## src/rtl/alu4_mw_seq_if.sv

```systemverilog
// Control-side handshake and operand/result bus of the multi-word ALU sequencer.
interface alu4_mw_seq_if #(
  parameter int unsigned NIBBLES = 4
);
  localparam int unsigned W = 4 * NIBBLES;

  logic         start;
  logic [2:0]   op;
  logic         cin;
  logic [W-1:0] opa;
  logic [W-1:0] opb;
  logic         busy;
  logic         done;
  logic [W-1:0] result;
  logic         cout;
  logic         ovf;
  logic         zero;

  modport master (
    output start, op, cin, opa, opb,
    input  busy, done, result, cout, ovf, zero
  );

  modport slave (
    input  start, op, cin, opa, opb,
    output busy, done, result, cout, ovf, zero
  );
endinterface

```

## src/rtl/alu4_mw_seq.sv

```systemverilog
// Runs one W-bit operation through an external 4-bit ALU slice as NIBBLES
// LSB-first passes, chaining the carry and reporting result/cout/ovf/zero.
module alu4_mw_seq #(
  parameter int unsigned NIBBLES = 4
) (
  input  logic          CLK,
  input  logic          RST_n,
  alu4_mw_seq_if.slave  bus,
  output logic          alu_s2,
  output logic          alu_s1,
  output logic          alu_s0,
  output logic          alu_cin,
  output logic [3:0]    alu_a,
  output logic [3:0]    alu_b,
  input  logic [3:0]    alu_g,
  input  logic          alu_cout
);

  localparam int unsigned W  = 4 * NIBBLES;
  localparam int unsigned CW = $clog2(NIBBLES);
  localparam int unsigned IW = CW + 2;

  typedef enum logic [1:0] {IDLE, RUN, DONE} state_t;

  state_t         state_q, state_d;
  logic [CW-1:0]  cnt_q, cnt_d;
  logic [2:0]     op_q, op_d;
  logic [W-1:0]   opa_q, opa_d;
  logic [W-1:0]   opb_q, opb_d;
  logic           carry_q, carry_d;
  logic [W-1:0]   shadow_q, shadow_d;
  logic           busy_q, busy_d;
  logic           done_q, done_d;
  logic [W-1:0]   result_q, result_d;
  logic           cout_q, cout_d;
  logic           ovf_q, ovf_d;
  logic           zero_q, zero_d;

  logic [IW-1:0]  nib_idx;
  logic           last;
  logic           y_msb;

  assign nib_idx = {cnt_q, 2'b00};
  assign last    = (cnt_q == CW'(NIBBLES - 1));

  // MSB of the Y operand the ALU actually adds in the top pass
  always_comb begin
    unique case (op_q[1:0])
      2'b00:   y_msb = 1'b0;
      2'b01:   y_msb = opb_q[W-1];
      2'b10:   y_msb = ~opb_q[W-1];
      default: y_msb = 1'b1;
    endcase
  end

  always_ff @(posedge CLK or negedge RST_n) begin
    if (!RST_n) begin
      state_q  <= IDLE;
      cnt_q    <= '0;
      op_q     <= '0;
      opa_q    <= '0;
      opb_q    <= '0;
      carry_q  <= 1'b0;
      shadow_q <= '0;
      busy_q   <= 1'b0;
      done_q   <= 1'b0;
      result_q <= '0;
      cout_q   <= 1'b0;
      ovf_q    <= 1'b0;
      zero_q   <= 1'b0;
    end else begin
      state_q  <= state_d;
      cnt_q    <= cnt_d;
      op_q     <= op_d;
      opa_q    <= opa_d;
      opb_q    <= opb_d;
      carry_q  <= carry_d;
      shadow_q <= shadow_d;
      busy_q   <= busy_d;
      done_q   <= done_d;
      result_q <= result_d;
      cout_q   <= cout_d;
      ovf_q    <= ovf_d;
      zero_q   <= zero_d;
    end
  end

  always_comb begin
    state_d  = state_q;
    cnt_d    = cnt_q;
    op_d     = op_q;
    opa_d    = opa_q;
    opb_d    = opb_q;
    carry_d  = carry_q;
    shadow_d = shadow_q;
    busy_d   = 1'b0;
    done_d   = 1'b0;
    result_d = result_q;
    cout_d   = cout_q;
    ovf_d    = ovf_q;
    zero_d   = zero_q;
    alu_s2   = 1'b0;
    alu_s1   = 1'b0;
    alu_s0   = 1'b0;
    alu_cin  = 1'b0;
    alu_a    = 4'h0;
    alu_b    = 4'h0;

    unique case (state_q)
      IDLE, DONE: begin
        if (bus.start) begin
          op_d    = bus.op;
          opa_d   = bus.opa;
          opb_d   = bus.opb;
          carry_d = bus.cin;
          cnt_d   = '0;
          busy_d  = 1'b1;
          state_d = RUN;
        end else begin
          state_d = IDLE;
        end
      end

      RUN: begin
        {alu_s2, alu_s1, alu_s0} = op_q;
        alu_cin = carry_q;
        alu_a   = opa_q[nib_idx +: 4];
        alu_b   = opb_q[nib_idx +: 4];
        shadow_d[nib_idx +: 4] = alu_g;
        carry_d = alu_cout;
        if (last) begin
          // Final pass: publish the completed word and flags on the DONE edge
          cnt_d    = '0;
          state_d  = DONE;
          done_d   = 1'b1;
          result_d = shadow_d;
          cout_d   = op_q[2] ? 1'b0 : alu_cout;
          ovf_d    = op_q[2] ? 1'b0 :
                     ((opa_q[W-1] == y_msb) && (alu_g[3] != opa_q[W-1]));
          zero_d   = (shadow_d == '0);
        end else begin
          cnt_d  = cnt_q + CW'(1);
          busy_d = 1'b1;
        end
      end

      default: state_d = IDLE;
    endcase
  end

  assign bus.busy   = busy_q;
  assign bus.done   = done_q;
  assign bus.result = result_q;
  assign bus.cout   = cout_q;
  assign bus.ovf    = ovf_q;
  assign bus.zero   = zero_q;

endmodule

```

## src/flat_wrapper.sv

```systemverilog
// flat-port wrapper written by rule: the top's interface ports become plain ports
module alu4_mw_seq_flat 
#(
  parameter int unsigned NIBBLES = 4
)
  (CLK, RST_n, alu_s2, alu_s1, alu_s0, alu_cin, alu_a, alu_b, alu_g, alu_cout, bus_start, bus_op, bus_cin, bus_opa, bus_opb, bus_busy, bus_done, bus_result, bus_cout, bus_ovf, bus_zero);
  alu4_mw_seq_if #(.NIBBLES(NIBBLES)) bus_i ();
  input  logic CLK;
  input  logic RST_n;
  output logic alu_s2;
  output logic alu_s1;
  output logic alu_s0;
  output logic alu_cin;
  output logic [3:0] alu_a;
  output logic [3:0] alu_b;
  input  logic [3:0] alu_g;
  input  logic alu_cout;
  input wire logic [$bits(bus_i.start)-1:0] bus_start;
  input wire logic [$bits(bus_i.op)-1:0] bus_op;
  input wire logic [$bits(bus_i.cin)-1:0] bus_cin;
  input wire logic [$bits(bus_i.opa)-1:0] bus_opa;
  input wire logic [$bits(bus_i.opb)-1:0] bus_opb;
  output wire logic [$bits(bus_i.busy)-1:0] bus_busy;
  output wire logic [$bits(bus_i.done)-1:0] bus_done;
  output wire logic [$bits(bus_i.result)-1:0] bus_result;
  output wire logic [$bits(bus_i.cout)-1:0] bus_cout;
  output wire logic [$bits(bus_i.ovf)-1:0] bus_ovf;
  output wire logic [$bits(bus_i.zero)-1:0] bus_zero;
  assign bus_i.start = bus_start;
  assign bus_i.op = bus_op;
  assign bus_i.cin = bus_cin;
  assign bus_i.opa = bus_opa;
  assign bus_i.opb = bus_opb;
  assign bus_busy = bus_i.busy;
  assign bus_done = bus_i.done;
  assign bus_result = bus_i.result;
  assign bus_cout = bus_i.cout;
  assign bus_ovf = bus_i.ovf;
  assign bus_zero = bus_i.zero;
  alu4_mw_seq #(.NIBBLES(NIBBLES)) u_core (.CLK(CLK), .RST_n(RST_n), .bus(bus_i), .alu_s2(alu_s2), .alu_s1(alu_s1), .alu_s0(alu_s0), .alu_cin(alu_cin), .alu_a(alu_a), .alu_b(alu_b), .alu_g(alu_g), .alu_cout(alu_cout));
endmodule
```

## config.mk

```make
export PLATFORM = sky130hd
export DESIGN_NAME = alu4_mw_seq_flat
export DESIGN_NICKNAME = d
export VERILOG_FILES = /design/src/rtl/alu4_mw_seq_if.sv /design/src/rtl/alu4_mw_seq.sv /design/src/flat_wrapper.sv
export SDC_FILE = /design/constraint.sdc
export NUM_CORES = 1
export LEC_CHECK = 0
export CAP_MARGIN = 0
export CORE_MARGIN = 8
export CORE_UTILIZATION = 42
export CTS_BUF_LIST = sky130_fd_sc_hd__clkbuf_4 sky130_fd_sc_hd__clkbuf_8
export DETAILED_ROUTE_END_ITERATION = 6
export MAX_ROUTING_LAYER = met4
export PLACE_DENSITY = 0.69
export REMOVE_ABC_BUFFERS = 1
export SLEW_MARGIN = 20
export SYNTH_ARGS = -nofsm -noshare
export SYNTH_HDL_FRONTEND = slang
export SYNTH_SLANG_ARGS = --single-unit
```

## constraint.sdc

```tcl
create_clock -name CLK -period 3 [get_ports CLK]
set_clock_uncertainty 0.15 [all_clocks]
set_input_delay 0.75 -clock CLK [delete_from_list [all_inputs] [get_ports CLK]]
set_output_delay 0.75 -clock CLK [all_outputs]
set_load 0.005 [all_outputs]
```

Yosys cells after proc, flatten, opt, wreduce, memory -nomap -nowiden
Index checks and enable logic that the tools add are counted.

Bits in registers: 77. Logic and storage cells: 61. Output and inout port bits: 33.

Reduce and logical (&&, ||, !) cells: 9. Add/subtract/negate cells: 2. Equal/unequal tests: 9. Multiplexer cells: 23. Bitwise gates (word level): 1. Shift operators: 4.

Operators by type and width (number): 16-bit by 5-bit variable part select with 4-bit output (2); 16-bit bitwise mux (1); 16-bit logical NOT (1); 4-bit by 6-bit variable shift with 16-bit output (first input constant) (1); 4-bit by 6-bit variable part select with 16-bit output (1); 1-bit two-way mux (12); 4-bit two-way mux (2); 2-bit case mux with 2 select lines (2); 2-bit equality test (second input constant) (3); 2-bit two-way mux (3); 4-bit negation with 6-bit output (1); 2-bit AND reduction (3); 2-bit by 1-bit equality test with 1-bit output (second input constant) (2); 2-bit logical NOT (2); 1-bit case mux with 2 select lines (2); 1-bit case mux with 3 select lines (1); 2-bit by 1-bit adder with 2-bit output (second input constant) (1); 2-bit by 1-bit != test with 1-bit output (second input constant) (1); 2-bit != test (second input constant) (1); 2-bit nonzero test (1); 2-bit OR reduction (1); 1-bit equality test (1); 1-bit logical AND (1); 1-bit != test (1); 1-bit inverter (1).

Logic depth before layout (Yosys ltp)
Depth in word-level cells: 5. Mapped depth: 9.

Worst setup path before layout
No wires, ideal clock.

Path kind: register -> output. Start: reg u_core.cnt_q[0]. End: out alu_b[3]. Required time: 2.100 ns. Cell stages (with the launch flop): 5. Arrival time: 1.445 ns. Setup slack: 0.655 ns. Path buffers: 2. Cell sequence: dfrtp_1 buf_4 buf_2 mux4_2 and2_1.

Longest elaborated chain between the ends: 2.

RTL lines: from (decl) (line alu4_mw_seq.sv:26) `logic [CW-1:0] cnt_q, cnt_d;`; from (signal assigned) (line alu4_mw_seq.sv:73) `cnt_q <= cnt_d;`; 16-bit by 5-bit variable part select with 4-bit output (line alu4_mw_seq.sv:128) `alu_b = opb_q[nib_idx +: 4];`; 4-bit two-way mux (line alu4_mw_seq.sv:109) `unique case (state_q)`; to (decl) (line flat_wrapper.sv:15) `output logic [3:0] alu_b;`.

No other way between the ends.

Final worst setup path
Start: reg u_core.cnt_q[0]. End: out alu_a[3].

Longest elaborated chain between the ends: 2.

RTL lines: 16-bit by 5-bit variable part select with 4-bit output (line alu4_mw_seq.sv:127) `alu_a = opa_q[nib_idx +: 4];`; 4-bit two-way mux (line alu4_mw_seq.sv:109); to (decl) (line flat_wrapper.sv:14) `output logic [3:0] alu_a;`.

No other way between the ends.

==> summary.txt <==
Power
  • Worst IR Drop VDD: 0.441 mV
  • Cell Pwr Density: 992 nW/um^2
  • Static Leak: 2.17 nW

CTS
  • CTS Sinks: 77
  • H-tree Lvls: 3
  • TritonCTS clock tree: yes
  • Clk_lat worst skew: 350 ps
  • Clk buf depth: 2
  • Root buf cell: clkbuf_8
  • # Post-CTS Setup Buffers: 0
  • CTS Hold Buffers Added: 0
  • Cts bufs inserted: 9
  • Clock-pin transition on the worst setup and hold timing paths: 80 ps
  • Gates resized, CTS repair: 0

Synthesis
  • Cells after Synth: 372
  • Yosys top cell by area: dfrtp_1
  • Top-area cell type share of the netlist area: 54.5%
  • Sequential area share after synthesis: 54.5%
  • Synthesized cell area: 3540 sq um
  • Post-synthesis cell type count: 34
  • Synth async-reset ratio: 100%
  • EDFF count, synth: 0
  • #FFs+latches synth: 77
  • Mean Syn Cell Area: 9.51 sq um
  • Top FF cell, synth: dfrtp_1
  • Largest cells by area after synthesis: dfrtp_1, nand2_1, mux4_2
  • Yosys warns: 0

Setup path
  • Arrival time worst endpoint: 2030 ps
  • R2r setup slk: 660 ps
  • Critical Path Source: u_core.cnt_q[0]
  • Reg2Reg Depth: 8
  • R2R Path Start: u_core.cnt_q[0]
  • CP startpoint kind: flip-flop
  • Crit path max fanout: 9
  • Reg2reg end: u_core.bus.zero
  • Critical Setup Path Class: reg2out
  • Setup crit end kind: output pin
  • Setup crit end: alu_a[3]
  • CP required: 2100 ps

Global routing
  • First-pass GRT wire length: 14.1 mm
  • Vias in the first global route: 2979
  • Gr usage total: 15.5%
  • Global route overflow: 0
  • Initial antenna violation count: 0
  • Pin count of the biggest net entering global routing: 47

Floorplanning
  • Initial cell density of the core: 43.3%
  • Die ar.: 11600 sq um
  • # rows: 33
  • Die width: 108 um
  • Ports: 77
  • Die height: 108 um
  • Core footprint: 8180 sq um

STA
  • Max Fclk: 342 MHz
  • Final hold violation count: 0
  • Slew Viols, Final: 0
  • Tcrit/Tclk final: 97.5%
  • # setup viols final: 0
  • Worst Hold Margin: 265 ps
  • Tightest Pin Transition: 872 ps
  • RSZ-0062 raised after global routing: true
  • Relative slew slack: 41.9%
  • Tmin final: 2930 ps

Route
  • DR iter-0 viols: 76
  • # DRC: 0
  • Average wire per standard cell: 14.7 um
  • DR pass1 iterations: 4
  • Via density: 4.98
  • Post-DRT Antenna Nets: 0
  • Via count: 2775
  • Post-Route WL: 8.20 mm

Cells and area
  • Final net count: 497
  • # fillers: 728
  • Layout cells sized above 1: 9.29%
  • Non-filler cells in the finished layout: 557
  • Layout area overhead: 30.5%
  • Ant diodes: 0

Placed design
  • DP Wirelength: 5.97 mm
  • Buffers on Ports: 76
  • Placed cells: 541
  • Routability Congestion: 0.810

Run status
  • Status: complete, no violations

Flow run
  • Max Cap Viol: 0

Worst hold path
  • HP Class: in2async
cells in the mapped netlist (2+ instances only):
| library cell | n |
|---|---|
| inv_1 | 4 |
| buf_2 | 5 |
| a31oi_1 | 11 |
| nor2_1 | 6 |
| and3_1 | 2 |
| o31ai_1 | 4 |
| a22o_1 | 3 |
| nand2_1 | 142 |
| dfrtp_1 | 77 |
| buf_1 | 3 |
| o21ai_0 | 30 |
| nor2b_1 | 17 |
| and2_1 | 14 |
| nand4_1 | 3 |
| clkbuf_1 | 12 |
| nand2b_1 | 3 |
| mux2_2 | 2 |
| ha_1 | 6 |
| mux4_2 | 8 |
| a21oi_1 | 5 |
| buf_6 | 2 |
area by class of cell:
type / instances / area (sq um) / share of cell area (%)
Sequential cell: 77 / 1930 / 41.8
Multi-Input combinational cell: 267 / 1470 / 31.8
Timing Repair Buffer: 88 / 876 / 19.0
Clock buffer: 10 / 138 / 2.98
Tap cell: 105 / 131 / 2.85
Clock inverter: 6 / 62.6 / 1.36
Inverter: 4 / 15.0 / 0.325
flip-flops by register name (all words and copies together), names as in the netlist:
signal / count
u_core.opa_q: 16
u_core.bus.zero: 1
u_core.bus.cout: 1
u_core.bus.done: 1
u_core.op_q: 3
u_core.opb_q: 16
u_core.bus.ovf: 1
u_core.shadow_q: 16
u_core.bus.busy: 1
u_core.bus.result: 16
u_core.cnt_q: 2
u_core.carry_q: 1
u_core.state_q: 2
per-stage QoR:
stage	total power, mW	TNS, ps	area, sq um	setup WS [ps]	util [%]
after global routing	4.95	-6.32	4610	-6.32	56.4
after CTS	4.63	0	4610	44.5	56.4
final	4.58	0	4610	73.6	56.4
after floorplan	2.86	0	3400	506	-
after global placement	3.78	0	4410	432	54.0
after detailed placement	3.83	0	4410	382	54.0
cell families after synthesis:
group,count (synthesis),share of synthesized area [%]
and+or+nand+nor,193,23.7
DFF,77,54.5
AOI/OAI and AO/OA,57,9.52
buffers and inverters,28,4.14
muxes,11,6.02
adders and majority gates,6,2.12
layout by cell type, fill, tap and decap left out, types with 2 or more instances in the layout:
| cell | n |
|---|---|
| inv_1 | 4 |
| mux2_2 | 2 |
| buf_4 | 11 |
| a31oi_1 | 11 |
| o21ai_0 | 30 |
| clkinv_2 | 2 |
| clkbuf_8 | 10 |
| a21oi_1 | 5 |
| ha_1 | 6 |
| and3_1 | 2 |
| and2_1 | 14 |
| nor2_1 | 6 |
| buf_12 | 2 |
| nand2b_1 | 3 |
| nor2b_1 | 16 |
| dfrtp_1 | 77 |
| mux4_2 | 8 |
| a22o_1 | 3 |
| o31ai_1 | 4 |
| nand4_1 | 3 |
| clkinvlp_4 | 3 |
| clkdlybuf4s50_1 | 74 |
| nand2_1 | 142 |
worst max-delay path, cell delays in order (launching register included):
cell and delay [ps]:
dfrtp_1 390, buf_4 180, mux4_2 490, and2_1 180, clkdlybuf4s50_1 450
worst min-delay path by stage:
stage / startpoint / to / slack [ps] / cells past startpoint
2_1_floorplan: u_core.opa_q[10] / u_core.opa_q[10] / 290 / 2
3_3_place_gp: u_core.opb_q[14] / u_core.opb_q[14] / 300 / 2
3_5_place_dp: u_core.opa_q[11] / u_core.opa_q[11] / 310 / 2
4_1_cts: RST_n / u_core.bus.result[8] / 280 / 1
5_1_grt: RST_n / u_core.bus.busy / 310 / 1
6_report: RST_n / u_core.shadow_q[2] / 260 / 1
power breakdown:
part	leakage, nW	total [mW]	internal (mW)	switching [mW]
Sequential	0.997	1.75	1.49	0.260
Clock	0.0943	0.786	0.404	0.382
Combinational	1.08	2.04	1.06	0.977
layer usage:
metal	GRT usage, %	share of wire [%]
met1	18.9	45
met2	23.9	46
met3	4.31	6.7
met4	6.24	1.8
met5	-	0
No activity file was read; power rests on OpenSTA's default activity.
==> edit, RTL diff (config.mk and constraints unchanged) <==
Add an input register stage for `alu_g` and `alu_cout`; this delays them by one clock. The other inputs are not delayed to match.
--- a/src/rtl/alu4_mw_seq.sv
+++ b/src/rtl/alu4_mw_seq.sv
@@ -21,6 +21,14 @@
   localparam int unsigned IW = CW + 2;
 
   typedef enum logic [1:0] {IDLE, RUN, DONE} state_t;
+
+  logic [3:0] alu_g_q;
+  logic alu_cout_q;
+
+  always_ff @(posedge CLK) begin
+    alu_g_q    <= alu_g;
+    alu_cout_q <= alu_cout;
+  end
 
   state_t         state_q, state_d;
   logic [CW-1:0]  cnt_q, cnt_d;
@@ -126,17 +134,17 @@
         alu_cin = carry_q;
         alu_a   = opa_q[nib_idx +: 4];
         alu_b   = opb_q[nib_idx +: 4];
-        shadow_d[nib_idx +: 4] = alu_g;
-        carry_d = alu_cout;
+        shadow_d[nib_idx +: 4] = alu_g_q;
+        carry_d = alu_cout_q;
         if (last) begin
           // Final pass: publish the completed word and flags on the DONE edge
           cnt_d    = '0;
           state_d  = DONE;
           done_d   = 1'b1;
           result_d = shadow_d;
-          cout_d   = op_q[2] ? 1'b0 : alu_cout;
+          cout_d   = op_q[2] ? 1'b0 : alu_cout_q;
           ovf_d    = op_q[2] ? 1'b0 :
-                     ((opa_q[W-1] == y_msb) && (alu_g[3] != opa_q[W-1]));
+                     ((opa_q[W-1] == y_msb) && (alu_g_q[3] != opa_q[W-1]));
           zero_d   = (shadow_d == '0);
         end else begin
           cnt_d  = cnt_q + CW'(1);
Formal check against the unedited RTL: not equivalent (a bounded check fails within 4 cycles, from zero or initial values and one cycle with RST_n low).
==> edit against the original RTL <==
- critical path depth unchanged
- synthesized area grew 5.4%
- setup slack lost 4.5 ps
- combinational power grew 2%
- register-to-register slack got worse by 260 ps
- non-clock buffer count decreased by 3
- largest power group unchanged
- via count increased by 4.9%
- sequential cell count is 5 higher
- routed wire length increased by 9.6%
- die area is 4.6% higher
- power increased by 9.9%
- design area grew 5.9%
==> edit: results (changes against the original RTL) <==
Clock network:
- The insertion delay of the later-clocked pin in the worst-skew pair is 370 ps (+20 ps).
- The tree is rooted in a sky130_fd_sc_hd__clkbuf_8.

Yosys:
- Counting instances in the post-synthesis netlist gives the leading cell types as sky130_fd_sc_hd__nand2_1 (143), sky130_fd_sc_hd__dfrtp_1 (77), sky130_fd_sc_hd__o21ai_0 (27).
- The synthesized area per cell was 9.66 um2 (+1.6%).
- Sorting the synthesized cells by area gives the leading types as sky130_fd_sc_hd__dfrtp_1 (52%), sky130_fd_sc_hd__nand2_1 (14%), sky130_fd_sc_hd__mux4_2 (4.8%).
- The part of the Yosys area used for sequential elements is 0.544 (-0.00132).
- The fraction of registers with async set or reset after synthesis is 0.939 (-0.0610).
- The count of cell types in the netlist came to 42 (+24%).

Timing:
- The worst hold margin came to 232 ps (-32.7 ps).
- The headroom to the max-slew limit is 0.621 (+0.203).
- The minimum period implied by the final worst setup slack came to 2930 ps (+4.53 ps).

Route:
- The number of DRC markers in iteration 0 is 81 (+6.6%).
- The total detailed-routing wirelength is 8990 um (+9.6%).
- The post-detailed-route wirelength per cell was 15.7 um (+6.9%).
- The number of vias in the routed layout is 2912 (+4.9%).
- The first-pass iteration count of the detailed router is 5 (+1).

Power:
- The worst voltage drop across the vdd grid is 0.000376 V (-15%).
- The leakage power total is 2.26 nW (+3.7%).

Critical path:
- The reg2reg setup slack is 400 ps (-260 ps).
- The signal arrival time at the worst endpoint is 2030 ps (about the same).
- The endpoint of the worst setup timing path is alu_b[3].
- The largest fanout of any net on the critical path is 10 (+1).
- The startpoint class of the critical path is a register.
- The cell depth of the worst flop-to-flop path was 7 (-1).

Place:
- The instance count after placement with tap cells included was 554 (+2.4%).
- The placer's final routability congestion estimate is 0.768 (-5.2%).
- The standard cell area after detailed placement is 4590 um2 (+3.9%).

GRT:
- The overall global routing resource usage was 0.164 (+0.00872).
- The first-pass GRT wire length is 15000 um (+6.0%).
- The maximum number of pins on one net before global-route repair was 78 (+66%).
- The number of global-route vias before repair is 3027 (+1.6%).

Run status:
- The flow ran to the end, and the final reports show no timing, DRC or antenna violations.

Finish:
- The fraction of layout cells with a size suffix above 1 is 0.0972 (+0.00427).
- The count of filler cells inserted in the layout was 804 (+10%).
- The final net count is 508 (+2.2%).
-- edit: changes by cell type in the layout (fill, tap and decap cells not counted), moves of 3 or more --
cell and change:
sky130_fd_sc_hd__nor2b_1 -3, sky130_fd_sc_hd__bufinv_16 +3, sky130_fd_sc_hd__a32o_1 +4, sky130_fd_sc_hd__clkinvlp_4 -3
sky130_fd_sc_hd__nor3b_1 +3, sky130_fd_sc_hd__o21ai_0 -3, sky130_fd_sc_hd__nand4_1 -3, sky130_fd_sc_hd__buf_4 -3
sky130_fd_sc_hd__dfxtp_1 +5
-- edit: cell type report --
| cell class | instances | area (um2) | area share |
|---|---|---|---|
| inverters | 6 | 22.5 | 0.00461 |
| repair buffers | 85 | 856 | 0.175 |
| clock inverters | 6 | 138 | 0.0282 |
| clock buffers | 10 | 138 | 0.0282 |
| flip-flops and latches | 82 | 2030 | 0.415 |
| multi-input cells | 274 | 1570 | 0.321 |
| well taps | 108 | 135 | 0.0276 |
-- edit: logic make-up (layout without fill, tap and decap cells) --
kind of cell               Yosys count  after routing  share of synthesized area
AOI/OAI and AO/OA                   62             62                      0.107
adders and majority gates            6              6                     0.0201
buffers and inverters               30            107                     0.0359
DFF                                 82             82                      0.544
muxes                               11             11                     0.0567
and+or+nand+nor                    195            195                      0.237
-- edit: critical path, delay by kind of cell, from the launching register on --
kind / cells / cell delay, ps
muxes: 1 / 500
DFF: 1 / 380
buffers and inverters: 2 / 600
and+or+nand+nor: 1 / 170
-- edit: worst min-delay path by stage --
stage	from	to	slack, ps	cells after the start
finish	RST_n	u_core.bus.result[4]$_DFFE_PN0P_	230	2
global route	RST_n	u_core.bus.result[5]$_DFFE_PN0P_	250	2
CTS	RST_n	u_core.opa_q[2]$_DFFE_PN0P_	250	2
detailed placement	u_core.opa_q[11]$_DFFE_PN0P_	u_core.opa_q[11]$_DFFE_PN0P_	310	2
global placement	u_core.opa_q[14]$_DFFE_PN0P_	u_core.opa_q[14]$_DFFE_PN0P_	300	2
floorplan	u_core.opa_q[10]$_DFFE_PN0P_	u_core.opa_q[10]$_DFFE_PN0P_	290	2
-- edit: timing repair --
item,CTS,global route
resized for setup,2,4
pin swaps,0,0
buffers inserted,0,1
endpoints found under the setup margin,8,8
-- edit: power breakdown --
| group | switching [mW] | leakage, nW | internal, mW |
|---|---|---|---|
| Sequential | 0.303 | 1.03 | 1.56 |
| Clock | 0.415 | 0.137 | 0.662 |
| Combinational | 1.00 | 1.08 | 1.09 |
| Total | 1.72 | 2.26 | 3.31 |
-- edit: per-layer routing --
layer  global-route usage  wire, um  vias up
met4               0.0618       160        0
met3               0.0494       531       13
met1                0.197      4010     1397
met2                0.254      4290       76
met5                    -         0        -
li1                     -         -     1426
